## src/rtl/fetch_unit.sv

```systemverilog
// Program counter and fetch sequencer with a programmable branch-target LUT.
// Runs a start/done handshake and counts retired instructions.
module fetch_unit #(
  parameter int PC_W  = 10,
  parameter int IDX_W = 5,
  parameter int CNT_W = 16
) (
  input  logic             Clk,
  input  logic             Reset,
  input  logic             Start,
  input  logic [PC_W-1:0]  StartAddr,
  input  logic             Halt,
  input  logic             Jump,
  input  logic             BranchEn,
  input  logic             BranchAccept,
  input  logic [IDX_W-1:0] TargetIdx,
  input  logic             LutWe,
  input  logic [IDX_W-1:0] LutWaddr,
  input  logic [PC_W-1:0]  LutWdata,
  output logic [PC_W-1:0]  ProgCtr,
  output logic             Running,
  output logic             Done,
  output logic [CNT_W-1:0] InstrCount
);

  localparam logic [1:0] S_IDLE = 2'd0;
  localparam logic [1:0] S_RUN  = 2'd1;
  localparam logic [1:0] S_HALT = 2'd2;

  logic [1:0]       state;
  logic [1:0]       state_nx;
  logic [PC_W-1:0]  pc_nx;
  logic [PC_W-1:0]  target;
  logic [CNT_W-1:0] cnt_nx;
  logic             taken;

  logic [PC_W-1:0] lut [2**IDX_W];

  // Read before the write lands: a same-cycle write is seen next cycle.
  assign target = lut[TargetIdx];
  assign taken  = Jump || (BranchEn && BranchAccept);

  always_comb begin
    state_nx = state;
    pc_nx    = ProgCtr;
    cnt_nx   = InstrCount;
    if (Start) begin
      state_nx = S_RUN;
      pc_nx    = StartAddr;
      cnt_nx   = '0;
    end else if (state == S_RUN) begin
      if (InstrCount != {CNT_W{1'b1}})
        cnt_nx = InstrCount + CNT_W'(1);
      if (Halt)
        state_nx = S_HALT;
      else if (taken)
        pc_nx = target;
      else
        pc_nx = ProgCtr + PC_W'(1);
    end
  end

  always_ff @(posedge Clk or posedge Reset) begin
    if (Reset) begin
      state      <= S_IDLE;
      ProgCtr    <= '0;
      InstrCount <= '0;
      Running    <= 1'b0;
      Done       <= 1'b0;
    end else begin
      state      <= state_nx;
      ProgCtr    <= pc_nx;
      InstrCount <= cnt_nx;
      Running    <= (state_nx == S_RUN);
      Done       <= (state_nx == S_HALT);
    end
  end

  always_ff @(posedge Clk or posedge Reset) begin
    if (Reset) begin
      for (int i = 0; i < 2**IDX_W; i++)
        lut[i] <= '0;
    end else if (LutWe) begin
      lut[LutWaddr] <= LutWdata;
    end
  end

endmodule
```

## config.mk

```make
export PLATFORM = sky130hd
export DESIGN_NAME = fetch_unit
export DESIGN_NICKNAME = d
export VERILOG_FILES = /design/src/rtl/fetch_unit.sv
export SDC_FILE = /design/constraint.sdc
export NUM_CORES = 1
export LEC_CHECK = 0
export ABC_AREA = 1
export BUFFER_PORTS_ARGS = -buffer_cell sky130_fd_sc_hd__buf_2
export CORE_ASPECT_RATIO = 1.25
export CORE_MARGIN = 2
export CORE_UTILIZATION = 45
export CTS_CLUSTER_DIAMETER = 80
export DETAILED_ROUTE_END_ITERATION = 6
export HOLD_SLACK_MARGIN = 0.06
export SLEW_MARGIN = 20
export SYNTH_ARGS = -nofsm -noshare
export SYNTH_HDL_FRONTEND = slang
export SYNTH_SLANG_ARGS = --single-unit
```

## constraint.sdc

```tcl
create_clock -name Clk -period 11.35 [get_ports Clk]
set_clock_uncertainty 0.2 [all_clocks]
set_input_delay 0 -clock Clk [delete_from_list [all_inputs] [get_ports Clk]]
set_output_delay 0 -clock Clk [all_outputs]
set_load 0.02 [all_outputs]
```

==> impl_results.md <==
- First-pass GRT wire length: approximately 78 mm
- IO buf count: 65
- Final period utilization: 32.75%
- Clock tree from TritonCTS: done
- CTS root buf: clkbuf_16
- Leakage: 0.008790 µW
- Period minus WS final: between 3 and 4 ns
- Vias in the first global route: 13580
- Clk slew on worst S/H paths: approximately 0.06 ns
- Synth area leaders: dfrtp_1 53%, nand2_1 18%, nand3_1 8.2%, o21ai_0 7.3%, clkbuf_1 2.3%
- YS warnings: 0
- Row count: approximately 80
- Seq cells post-synth: 350
- Mapped Area: 16660 µm²
- Max-slew violations: 0
- Hold Path Depth: 3
- Status: completed
- Post-CTS sizing: 0
- Post-synth ARST share: 100.0%
- Initial DRC Count: about 1200
- RSZ-0062 raised after global routing: false
- Worst skew pair latency: 0.54 ns
- RR Startpoint: state[0]
- GRT Util Overall: 26.00%
- Max-cap viol count: 0
- Min-Delay Path Class: primary input to flop
- Worst Path Required: 11.57 ns
- Yosys top cell area share: 52.57%
- Power density cells: ~190 nW/µm²
- Cts bufs inserted: 38
- Worst Max-Slew Pin Slew: around 1.1 ns
- Core area: ~36000 µm²
- EDFF count, synth: 0
- Mapped Avg Cell Area: 7.818 µm²
- Vias: 14310
- Hold Buf Count CTS: 41
- Worst r2r dst: ProgCtr[4]
- Critical Path AT: 3.94 ns
- Synthesized Nets: 2171
- Sum Neg Setup Slack: 0 ns
- Drt drc: 0
- Via density: 5.424
- Seq/Total Area, Yosys: ~53%
- GRT Residual Overflow: 0
- Multi-input logic area: 6872 µm²
- WL final: 49.33 mm
- Nets: approximately 2200
- Die X: ~180 µm
- Worst hold start: LutWdata[6]
- DR pass1 iterations: 5
- CP Cell Sequence: dlygate4sd3_1, buf_2, inv_1, nand2_1, o22ai_1, dlygate4sd3_1, nor2_1, inv_1, nor2_1, nand2_1, dlygate4sd3_1, nand2_1
- # Post-CTS Setup Buffers: 0
- IO Count: 66
- Slew HR: ~28%
- Max frequency: ~270 MHz
- Gpl congestion: ~0.86
- Hpwl dp: 30.02 mm
- Largest net degree at the start of global routing: 120
- Crit Path Max Fanout: 24
- Max VDD drop: 0.0001325 V
- Syn-to-layout area delta: 11.78%
- Slowest cell on crit path: inv_1
- CTS Sinks: 350
- Synth area leader: dfrtp_1
- Storage cell area: 8758 µm²
- Share of layout cells above drive strength 1: 8.017%
- Initial antenna violation count: 1
- Final Core Density: 51.16%
- Fillers: ~3500
- Starting Density: 45.77%
- DIE AREA: 38590 µm²
- Crit path largest cell delay: 0.62 ns
- Final setup violation count: 0
- Crit Path Class: primary input to flop
- Hold EP: lut[16]
- Type of origin of the critical path: primary input
- Commonest cells in the netlist: 798 x nand2_1, 350 x dfrtp_1, 272 x nand3_1, 242 x o21ai_0, 102 x clkbuf_1
- Netlist cell types: 33
- R2R Setup Slk: just over 8 ns
- R2R cell count: 8
- Die height: 219.1 µm
- Clock Path Buffers: 3
- H-tree levels: 2
- Synth Flop Type: dfrtp_1
- CP endpoint kind: flop
- ANT cells: 0
- Synth Instances: ~2100
- Routed wire per std cell: roughly 19 µm
- Final hold viol count: 0
- Antenna Nets Post-Route: 0
- Count leader, synth: nand2_1
==> routing by layer <==
metal / global-route usage (%) / vias up / wire length (µm)
li1: - / 6913 / -
met1: 34.83 / 6906 / 21230
met2: 43.24 / 406 / 23820
met3: 3.205 / 81 / 2565
met4: 9.972 / 2 / 1697
met5: 0 / - / 12
==> power breakdown <==
group | leakage (µW) | internal (µW) | switching, µW
registers | 0.00449 | 1480 | 140
clock network | 0.000636 | 759 | 509
logic | 0.00366 | 212 | 351
==> cell usage in the layout, fill, tap and decap left out, drive strengths merged <==
master,count
nand2,799
dfrtp,350
o21ai,281
nand3,272
nor2,96
buf,85
a21oi,60
clkbuf,60
inv,53
dlygate4sd3,42
nor3,18
clkinv,9
o31ai,8
xor2,7
nand4,3
xnor2,3
nand3b,2
ha,2
bufinv,2
o22ai,1
nor4,1
o21bai,1
o21a,1
a22o,1
a22oi,1
==> worst max path at each step <==
| stage | end | startpoint | slack, ns | depth (start not counted) |
|---|---|---|---|---|
| finish | ProgCtr[4] | Start | 7.63 | 12 |
| floorplan | Done | Reset | 1.44 | 1 |
| global route | ProgCtr[4] | Start | 7.47 | 12 |
| CTS | ProgCtr[4] | Start | 7.71 | 12 |
| detailed placement | ProgCtr[6] | TargetIdx[0] | 8.19 | 13 |
| global placement | ProgCtr[6] | TargetIdx[0] | 8.20 | 13 |
==> sequential cells by signal, indices dropped and copies added (netlist names) <==
signal / count
Done: 1
state: 2
InstrCount: 16
ProgCtr: 10
lut: 320
Running: 1
==> metrics by stage <==
stage	hold WS [ns]	setup WS [ns]	power, µW	instances	area [µm²]
global route	0.1044	7.471	3644	2638	18620
detailed placement	0.05204	8.186	2187	2526	16920
floorplan	-0.0001069	1.443	2019	2131	16660
CTS	0.1174	7.708	3477	2637	18610
global placement	0.04528	8.202	2168	2526	16920
finish	0.04279	7.633	3454	2638	18620
==> area by class of cell <==
cell class	count	area share (%)
Clock buffer	60	6.322
Clock inverter	10	0.5576
Inverter	54	1.142
Multi-Input combinational cell	1557	36.90
Sequential cell	350	47.03
Tap cell	480	3.225
Timing Repair Buffer	127	4.824
==> logic make-up (layout without fill, tap and decap cells) <==
| family | Yosys count | count (layout) | synth area share [%] |
|---|---|---|---|
| XOR/XNOR | 10 | 10 | 0.5258 |
| buffers and inverters | 224 | 251 | 6.211 |
| flip-flops | 350 | 350 | 52.57 |
| AO/OA/AOI/OAI | 354 | 354 | 11.06 |
| AND/OR/NAND/NOR | 1191 | 1191 | 29.49 |
| adder cells (fa/ha/maj) | 2 | 2 | 0.1502 |
==> worst max-delay path: cells and delay by family <==
family / cells / cell delay (ns)
AO/OA/AOI/OAI: 1 / 0.14
buffers and inverters: 6 / 3.12
AND/OR/NAND/NOR: 5 / 0.67
No activity file was read; power rests on OpenSTA's default activity.
